<file path="src/rtl/mcc_pkg.sv">
// Shared encodings for the multi-cycle MIPS control unit: states, opcode/func fields,
// ALU operation codes and datapath mux selects.
package mcc_pkg;

   typedef enum logic [3:0] {
      StIf    = 4'd0,
      StId    = 4'd1,
      StExR   = 4'd2,
      StExI   = 4'd3,
      StExMa  = 4'd4,
      StExBr  = 4'd5,
      StExJ   = 4'd6,
      StMemRd = 4'd7,
      StMemWr = 4'd8,
      StWbR   = 4'd9,
      StWbI   = 4'd10,
      StWbMem = 4'd11
   } mcc_state_e;

   localparam logic [5:0] OP_RTYPE = 6'b000000;
   localparam logic [5:0] OP_LW    = 6'b100011;
   localparam logic [5:0] OP_SW    = 6'b101011;
   localparam logic [5:0] OP_BEQ   = 6'b000100;
   localparam logic [5:0] OP_BNE   = 6'b000101;
   localparam logic [5:0] OP_J     = 6'b000010;
   localparam logic [5:0] OP_ADDI  = 6'b001000;
   localparam logic [5:0] OP_ADDIU = 6'b001001;
   localparam logic [5:0] OP_SLTI  = 6'b001010;
   localparam logic [5:0] OP_ANDI  = 6'b001100;
   localparam logic [5:0] OP_ORI   = 6'b001101;
   localparam logic [5:0] OP_LUI   = 6'b001111;

   localparam logic [5:0] FN_SLL  = 6'b000000;
   localparam logic [5:0] FN_SRL  = 6'b000010;
   localparam logic [5:0] FN_SRA  = 6'b000011;
   localparam logic [5:0] FN_ADD  = 6'b100000;
   localparam logic [5:0] FN_ADDU = 6'b100001;
   localparam logic [5:0] FN_SUB  = 6'b100010;
   localparam logic [5:0] FN_SUBU = 6'b100011;
   localparam logic [5:0] FN_AND  = 6'b100100;
   localparam logic [5:0] FN_OR   = 6'b100101;
   localparam logic [5:0] FN_XOR  = 6'b100110;
   localparam logic [5:0] FN_NOR  = 6'b100111;
   localparam logic [5:0] FN_SLT  = 6'b101010;
   localparam logic [5:0] FN_SLTU = 6'b101011;

   localparam logic [3:0] ALU_ADD  = 4'd0;
   localparam logic [3:0] ALU_SUB  = 4'd1;
   localparam logic [3:0] ALU_AND  = 4'd2;
   localparam logic [3:0] ALU_OR   = 4'd3;
   localparam logic [3:0] ALU_XOR  = 4'd4;
   localparam logic [3:0] ALU_NOR  = 4'd5;
   localparam logic [3:0] ALU_SLT  = 4'd6;
   localparam logic [3:0] ALU_SLTU = 4'd7;
   localparam logic [3:0] ALU_SLL  = 4'd8;
   localparam logic [3:0] ALU_SRL  = 4'd9;
   localparam logic [3:0] ALU_SRA  = 4'd10;
   localparam logic [3:0] ALU_LUI  = 4'd11;

   localparam logic [1:0] SRCB_B      = 2'd0;
   localparam logic [1:0] SRCB_FOUR   = 2'd1;
   localparam logic [1:0] SRCB_IMM    = 2'd2;
   localparam logic [1:0] SRCB_IMM_SH = 2'd3;

   localparam logic [1:0] PCSRC_ALU    = 2'd0;
   localparam logic [1:0] PCSRC_ALUOUT = 2'd1;
   localparam logic [1:0] PCSRC_JUMP   = 2'd2;

   function automatic logic [3:0] imm_alu_ctr(input logic [5:0] op);
      case (op)
         OP_SLTI: return ALU_SLT;
         OP_ANDI: return ALU_AND;
         OP_ORI:  return ALU_OR;
         OP_LUI:  return ALU_LUI;
         default: return ALU_ADD;
      endcase
   endfunction

endpackage

</file>
<file path="src/rtl/multi_cycle_ctrl_alu_func_decode.sv">
// R-type function field decoder: ALU operation, shamt select and legality of func.
module alu_func_decode
   import mcc_pkg::*;
#(
   parameter int unsigned FUNC_W   = 6,
   parameter int unsigned ALUCTR_W = 4
) (
   input  logic [FUNC_W-1:0]   i_func,
   output logic [ALUCTR_W-1:0] o_alu_ctr,
   output logic                o_shift,
   output logic                o_func_valid
);

   always_comb begin
      o_alu_ctr    = ALU_ADD;
      o_shift      = 1'b0;
      o_func_valid = 1'b1;
      case (i_func)
         FN_ADD, FN_ADDU: o_alu_ctr = ALU_ADD;
         FN_SUB, FN_SUBU: o_alu_ctr = ALU_SUB;
         FN_AND:          o_alu_ctr = ALU_AND;
         FN_OR:           o_alu_ctr = ALU_OR;
         FN_XOR:          o_alu_ctr = ALU_XOR;
         FN_NOR:          o_alu_ctr = ALU_NOR;
         FN_SLT:          o_alu_ctr = ALU_SLT;
         FN_SLTU:         o_alu_ctr = ALU_SLTU;
         FN_SLL: begin
            o_alu_ctr = ALU_SLL;
            o_shift   = 1'b1;
         end
         FN_SRL: begin
            o_alu_ctr = ALU_SRL;
            o_shift   = 1'b1;
         end
         FN_SRA: begin
            o_alu_ctr = ALU_SRA;
            o_shift   = 1'b1;
         end
         default: o_func_valid = 1'b0;
      endcase
   end

endmodule

</file>
<file path="src/rtl/multi_cycle_ctrl.sv">
// Moore-style multi-cycle MIPS control FSM (IF/ID/EX/MEM/WB).
// Define MCC_STALL_EN to add i_mem_ready and hold IF/MEM states until memory completes.
module multi_cycle_ctrl
   import mcc_pkg::*;
#(
   parameter int unsigned OP_W     = 6,
   parameter int unsigned FUNC_W   = 6,
   parameter int unsigned ALUCTR_W = 4
) (
   input  logic                i_clk,
   input  logic                i_rst,
   input  logic [OP_W-1:0]     i_op,
   input  logic [FUNC_W-1:0]   i_func,
`ifdef MCC_STALL_EN
   input  logic                i_mem_ready,
`endif
   output logic                o_pc_wr,
   output logic                o_pc_wr_eq,
   output logic                o_pc_wr_ne,
   output logic [1:0]          o_pc_src,
   output logic                o_ir_wr,
   output logic                o_iord,
   output logic                o_mem_rd,
   output logic                o_mem_wr,
   output logic                o_reg_wr,
   output logic                o_reg_dst,
   output logic                o_mem_to_reg,
   output logic                o_alu_src_a,
   output logic [1:0]          o_alu_src_b,
   output logic [ALUCTR_W-1:0] o_alu_ctr,
   output logic                o_ext_op,
   output logic                o_shift,
   output logic                o_illegal,
   output logic [3:0]          o_state
);

   mcc_state_e r_state, w_state_nxt;

   logic                w_mem_ready;
   logic [ALUCTR_W-1:0] w_func_alu;
   logic                w_func_shift;
   logic                w_func_valid;
   logic                w_is_imm_alu;
   logic                w_is_logic_imm;

`ifdef MCC_STALL_EN
   assign w_mem_ready = i_mem_ready;
`else
   assign w_mem_ready = 1'b1;
`endif

   alu_func_decode #(
      .FUNC_W   (FUNC_W),
      .ALUCTR_W (ALUCTR_W)
   ) u_func_dec (
      .i_func       (i_func),
      .o_alu_ctr    (w_func_alu),
      .o_shift      (w_func_shift),
      .o_func_valid (w_func_valid)
   );

   assign w_is_logic_imm = (i_op == OP_ANDI) || (i_op == OP_ORI) || (i_op == OP_LUI);
   assign w_is_imm_alu   = w_is_logic_imm || (i_op == OP_ADDI) || (i_op == OP_ADDIU) ||
                           (i_op == OP_SLTI);

   always_ff @(posedge i_clk or posedge i_rst) begin
      if (i_rst) r_state <= StIf;
      else       r_state <= w_state_nxt;
   end

   always_comb begin
      w_state_nxt  = r_state;
      o_pc_wr      = 1'b0;
      o_pc_wr_eq   = 1'b0;
      o_pc_wr_ne   = 1'b0;
      o_pc_src     = PCSRC_ALU;
      o_ir_wr      = 1'b0;
      o_iord       = 1'b0;
      o_mem_rd     = 1'b0;
      o_mem_wr     = 1'b0;
      o_reg_wr     = 1'b0;
      o_reg_dst    = 1'b0;
      o_mem_to_reg = 1'b0;
      o_alu_src_a  = 1'b0;
      o_alu_src_b  = SRCB_B;
      o_alu_ctr    = ALU_ADD;
      o_ext_op     = 1'b1;
      o_shift      = 1'b0;
      o_illegal    = 1'b0;
      case (r_state)
         StIf: begin
            o_mem_rd    = 1'b1;
            o_alu_src_b = SRCB_FOUR;
            if (w_mem_ready) begin
               o_ir_wr     = 1'b1;
               o_pc_wr     = 1'b1;
               w_state_nxt = StId;
            end
         end
         StId: begin
            o_alu_src_b = SRCB_IMM_SH;
            w_state_nxt = StIf;
            if (i_op == OP_RTYPE) begin
               if (w_func_valid) w_state_nxt = StExR;
               else              o_illegal   = 1'b1;
            end else if (i_op == OP_LW || i_op == OP_SW) begin
               w_state_nxt = StExMa;
            end else if (i_op == OP_BEQ || i_op == OP_BNE) begin
               w_state_nxt = StExBr;
            end else if (i_op == OP_J) begin
               w_state_nxt = StExJ;
            end else if (w_is_imm_alu) begin
               w_state_nxt = StExI;
            end else begin
               o_illegal = 1'b1;
            end
         end
         StExR: begin
            o_alu_src_a = 1'b1;
            o_alu_ctr   = w_func_alu;
            o_shift     = w_func_shift;
            w_state_nxt = StWbR;
         end
         StExI: begin
            o_alu_src_a = 1'b1;
            o_alu_src_b = SRCB_IMM;
            o_alu_ctr   = imm_alu_ctr(i_op);
            o_ext_op    = ~w_is_logic_imm;
            w_state_nxt = StWbI;
         end
         StExMa: begin
            o_alu_src_a = 1'b1;
            o_alu_src_b = SRCB_IMM;
            w_state_nxt = (i_op == OP_LW) ? StMemRd : StMemWr;
         end
         StExBr: begin
            o_alu_src_a = 1'b1;
            o_alu_ctr   = ALU_SUB;
            o_pc_src    = PCSRC_ALUOUT;
            o_pc_wr_eq  = (i_op == OP_BEQ);
            o_pc_wr_ne  = (i_op == OP_BNE);
            w_state_nxt = StIf;
         end
         StExJ: begin
            o_pc_src    = PCSRC_JUMP;
            o_pc_wr     = 1'b1;
            w_state_nxt = StIf;
         end
         StMemRd: begin
            o_iord   = 1'b1;
            o_mem_rd = 1'b1;
            if (w_mem_ready) w_state_nxt = StWbMem;
         end
         StMemWr: begin
            o_iord   = 1'b1;
            o_mem_wr = 1'b1;
            if (w_mem_ready) w_state_nxt = StIf;
         end
         StWbR: begin
            o_reg_wr    = 1'b1;
            o_reg_dst   = 1'b1;
            w_state_nxt = StIf;
         end
         StWbI: begin
            o_reg_wr    = 1'b1;
            w_state_nxt = StIf;
         end
         StWbMem: begin
            o_reg_wr     = 1'b1;
            o_mem_to_reg = 1'b1;
            w_state_nxt  = StIf;
         end
         default: w_state_nxt = StIf;
      endcase
      // Reset is asynchronous, so strobes must drop combinationally, not on the next edge.
      if (i_rst) begin
         o_pc_wr    = 1'b0;
         o_pc_wr_eq = 1'b0;
         o_pc_wr_ne = 1'b0;
         o_ir_wr    = 1'b0;
         o_mem_wr   = 1'b0;
         o_reg_wr   = 1'b0;
         o_illegal  = 1'b0;
      end
   end

   assign o_state = r_state;

endmodule

</file>
<file path="config.mk">
export PLATFORM = sky130hd
export DESIGN_NAME = multi_cycle_ctrl
export DESIGN_NICKNAME = d
export VERILOG_FILES = /design/src/rtl/mcc_pkg.sv /design/src/rtl/multi_cycle_ctrl_alu_func_decode.sv /design/src/rtl/multi_cycle_ctrl.sv
export SDC_FILE = /design/constraint.sdc
export NUM_CORES = 1
export LEC_CHECK = 0
export ABC_AREA = 1
export BUFFER_PORTS_ARGS = -buffer_cell sky130_fd_sc_hd__buf_2
export CELL_PAD_IN_SITES_DETAIL_PLACEMENT = 1
export CELL_PAD_IN_SITES_GLOBAL_PLACEMENT = 1
export CORE_ASPECT_RATIO = 1.75
export CORE_UTILIZATION = 27
export DETAILED_ROUTE_END_ITERATION = 16
export PLACE_DENSITY_LB_ADDON = 0.1
export SLEW_MARGIN = 20
export SYNTH_ARGS = -nofsm -noshare
export SYNTH_HDL_FRONTEND = slang
export SYNTH_SLANG_ARGS = --single-unit
</file>
<file path="constraint.sdc">
create_clock -name i_clk -period 1.58 [get_ports i_clk]
set_clock_uncertainty 0.2 [all_clocks]
set_input_delay 0.237 -clock i_clk [delete_from_list [all_inputs] [get_ports i_clk]]
set_output_delay 0.237 -clock i_clk [all_outputs]
set_load 0.01 [all_outputs]
</file>
Word level (Yosys, flattened, before mapping) --
Cells that the tools add are included.
Operators by class: magnitude comparators 0, bitwise logic cells 1, $add $sub $neg 0, divide/modulo/power cells 0, muxes and demuxes 42, reductions and logical operators 19, equality and inequality tests 34, shift operators 0, multipliers 0
Operators with widths (count):
- == test 6 bit, second input constant | 12
- one-hot mux 4 bit (10 select lines) | 1
- == test 6 x 4 -> 1 bit, second input constant | 6
- 2-to-1 mux 1 bit | 29
- one-hot mux 4 bit (6 select lines) | 1
- == test 6 x 2 -> 1 bit, second input constant | 3
- == test 4 x 3 -> 1 bit, second input constant | 4
- == test 4 bit, second input constant | 4
- one-hot mux 4 bit (4 select lines) | 1
- OR reduction 13 bit | 1
- == test 6 x 3 -> 1 bit, second input constant | 2
- zero test 6 bit | 2
- one-hot mux 4 bit (3 select lines) | 1
- OR reduction 2 bit | 5
- 2-to-1 mux 3 bit | 3
- == test 4 x 2 -> 1 bit, second input constant | 2
- 2-to-1 mux 4 bit | 2
- logical OR 1 bit | 7
- one-hot mux 2 bit (3 select lines) | 1
- OR reduction 3 bit | 2
- == test 4 x 1 -> 1 bit, second input constant | 1
- zero test 4 bit | 1
- 2-to-1 mux 2 bit | 2
- one-hot mux 2 bit (2 select lines) | 1
- other kinds (2) | 2
Storage, ports and cells: memory bits (writable) 0, memory bits (read-only) 0, memories kept 0, input port bits 14, flip-flop bits (word level) 4, output and inout bits 26, bits in latches 0, logic and storage cells 97

Longest topological paths before layout --
depth in word-level cells 13, gate-level depth with buffers 8, depth with buffers taken out 8

Cells and area by module --
From an unflattened synthesis, not the netlist that was laid out.
Unflattened totals: cell total of the unflattened synthesis 139, area total of the unflattened synthesis 728.2 µm²
Modules (own cells, without submodules):
- multi_cycle_ctrl | cells an instance 106, area an instance 566.8 µm², times used 1, sequential area each 100.1 µm²
- alu_func_decode | cells an instance 33, area an instance 161.4 µm², times used 1, sequential area each 0.0 µm²

Worst setup path before layout --
Ideal clock, no wire load.
path kind flip-flop to output port, from register r_state[2] (netlist: o_state[2]), to output o_illegal, cell stages (with the launch flop) 6, path buffers 0, path slack 0.011 ns, data required time 1.143 ns, arrival time 1.132 ns, cells stage by stage dfrtp_1 > nor2_4 > inv_2 > nor2_1 > nand2_1 > a21oi_1
Between the ends: longest elaborated chain between the ends 3
Ends and longest elaborated chain:
- start, declared | RTL line multi_cycle_ctrl.sv:37 | mcc_state_e r_state, w_state_nxt;
- start signal, assigned | RTL line multi_cycle_ctrl.sv:67 | if (i_rst) r_state <= StIf;
- start signal, assigned | RTL line multi_cycle_ctrl.sv:68 | else r_state <= w_state_nxt;
- == test 4 x 1 -> 1 bit | RTL line multi_cycle_ctrl.sv:90 | case (r_state)
- 2-to-1 mux 1 bit | RTL line multi_cycle_ctrl.sv:90
- 2-to-1 mux 1 bit | RTL line multi_cycle_ctrl.sv:176 | if (i_rst) begin
- end, declared | RTL line multi_cycle_ctrl.sv:33 | output logic o_illegal,
Every way passes these cells.

Worst setup path after layout --
from register r_state[3] (netlist: o_state[3]), to output o_alu_ctr[0]
Between the ends: longest elaborated chain between the ends 2, elaborated cells on any way between the ends 4, classes of those cells eq/ne (3); mux (1)
Ends and longest elaborated chain:
- == test 4 x 3 -> 1 bit / == test 4 x 2 -> 1 bit (equally long branches) | RTL line multi_cycle_ctrl.sv:90
- one-hot mux 4 bit (3 select lines) * | RTL line multi_cycle_ctrl.sv:90
- end, declared | RTL line multi_cycle_ctrl.sv:30 | output logic [ALUCTR_W-1:0] o_alu_ctr,
Every way passes the cells marked *; elsewhere a longest branch is shown, timed or not.

==> flow_summary.yaml <==
floorplanning:
  core.rowCount: 24
  core-area_mm2: 0.00255
  start_util_pct: 29.2
  die_area_mm2: 0.00298
  io_pins: 40
  die_h_um: 71.5
  die_x_um: 41.7
yosys:
  synth_fa_ha_area_share_pct: 0
  synthSimpleGateAreaFrac_pct: 64.2
  ys_seq_elements: 4
  ys_seq_area_share_pct: 13.4
  synth_cells: 149
  yosys.cell_types.count: 18
  synth_top_family_by_area: "simple AND/OR/NAND/NOR gates"
  synth.cell_area_um2: 744
  synth-xor-area-share_pct: 0
  yosysWarnings: 0
  synth_compound_area_share_pct: 8.24
  synthMuxAreaShare_pct: 0
  avgSynthCellArea_um2: 5.00
  synthesis.nets: 163
drt:
  drc: 0
  routed-via-count: 1349
  drt_first_pass_iters: 4
  avgRoutedWirePerCell_um: 17.1
  avgViaCountPerCell: 5.15
  ant_nets: 0
  wirelength_mm: 4.48
  drtIter0Drc: 11
cells_and_area:
  largest_register_ffs: 4
  nNetsFinal: 252
  utilization_pct: 57.0
  finalInstanceArea_mm2: 0.00146
  insertedDiodeCount: 0
  final_cell_mix: "buf_4 (41), buf_2 (38), nor2_1 (32)"
  fillers: 372
  drive_above_1_share_pct: 51.7
  area_growth_pct: 95.5
  final_common_cell: "buf_4"
power_and_ir_drop:
  combPwrFrac_pct: 72.9
  power_density_mw_per_mm2: 1050
  ir_drop_mv: 0.792
  p_clk_share_pct: 13.9
  pwr-share-seq_pct: 13.2
  internal_power_uw: 805
  p_sw_uw: 723
  leakage_uw: 0.000877
  switching_share_pct: 47.3
placed_design:
  gp_congestion: 0.863
  portBuffers: 39
  post_dp_cell_area_mm2: 0.00125
  hpwl_mm: 3.05
global_routing:
  track_usage_pct: 28.1
  antenna_found_initial: 0
  grt_use_met1_pct: 23.9
  grt_pass1_wl_mm: 6.47
  grt-ovfl-total: 0
  top_usage_layer: "met2"
  use_met3_pct: 2.52
  use_met2_pct: 61.1
  grt_pass1_vias: 1458
  grt_max_degree: 7
worst_setup_path:
  critPathKind: "reg2out"
  regToRegStartpoint: "o_state[2]"
  cp-end-kind: "output port"
  cp_max_fo: 4
  critPathLaunch: "o_state[3]"
  cp.required_ns: 1.14
  cp_data_arrival_time_ns: 1.49
  cp-start-kind: "flop"
clocking:
  worstSkewPairLatency_ns: 0.22
  clkSinkCount: 4
  cts_buffers: 3
  cts_tree: "built"
  cts_htree_levels: 1
  clkTransAtPathRegs_ns: 0.03
  cts_root_buffer: "clkbuf_8"
  clockBufferDepth: 2
sta:
  period_share_pct: 122
  rsz0062_at_grt: "yes"
  fin_setup_tns_ns: -5.20
  maxSlewViolCount: 0
  min_period_ns: 1.93
  setup_viol_count_final: 23
  hold_viol: 0
  relSlewSlack_pct: 80.5
  timing.final.ws_setup_ns: -0.348
  tightest_slew_ns: 0.292
  max_freq_mhz: 519
status:
  violations: "setup timing"
  status: "finished, violations left"
job:
  max_cap_violations: 0
hold_path:
  hp-class: "in2reg"
  min_from: "i_op[5]"
critical path, stage by stage (launching register included):
cell and delay, ns:
dfrtp_2 0.43, inv_1 0.17, nand2_4 0.13, nor2_4 0.16, inv_2 0.08, and2_4 0.14
nand2_2 0.04, buf_2 0.12
routing by layer:
metal | up-vias | wire [µm] | share of wire (%)
li1 | 639 | - | -
met1 | 645 | 1440 | 32
met2 | 48 | 2720 | 61
met3 | 17 | 142 | 3.2
met4 | 0 | 178 | 4.0
met5 | - | 0 | 0
logic make-up after synthesis:
logic type,after synthesis
AOI/OAI and AO/OA,10
buffers and inverters,28
DFF,4
and+or+nand+nor,107
cell usage after synthesis, drive strengths merged:
library cell  number  area [µm²]
o21ai              6        30.0
nor3               2        10.0
nand3             19         100
o22ai              1        6.26
o211ai             2        20.0
inv               28         105
dfrtp              4         100
nand2             36         140
nor2              44         190
and2               1        6.26
nand4              5        31.3
a21oi              1        5.00
path summary, 6_finish.rpt:
kind,depth (start not counted),to,slack (ns)
min in group asynchronous,3,o_state[2],0.47
max reg2reg,8,o_state[1],-0.07
max,7,o_alu_ctr[0],-0.35
min,4,o_state[3],0.28
max in group asynchronous,3,o_state[3],0.49
min reg2reg,3,o_state[3],0.60
through the flow:
stage               power (µW)  hold slack, ns  setup slack (ns)  std cells
finish                    1530           0.283            -0.348        262
global route              1610           0.309            -0.460        262
CTS                       1380           0.276            -0.282        259
detailed placement        1010          0.0165            -0.130        251
global placement           981         0.00527           -0.0965        251
floorplan                  544          -0.172            0.0113        149
final cells by class:
| cell class | instances | area (µm²) | area share [%] |
|---|---|---|---|
| repair buffers | 84 | 553 | 38.0 |
| flip-flops and latches | 4 | 104 | 7.14 |
| well taps | 26 | 32.5 | 2.24 |
| clock buffers | 3 | 41.3 | 2.84 |
| inverters | 28 | 108 | 7.39 |
| multi-input cells | 117 | 617 | 42.4 |
power groups by stage:
stage	registers [µW]	logic (µW)	clock network, µW
after floorplan	193	351	0
after global placement	184	797	0
after detailed placement	188	820	0
after CTS	202	960	214
after global routing	203	1180	229
final	201	1110	213
timing repair:
item	CTS	global route
buffers inserted	5	3
hold endpoints to repair	4	0
resized for setup	28	11
hold buffers	1	0
pin swaps	6	2
setup endpoints to repair	23	23
(Power assumes the default switching activity.)
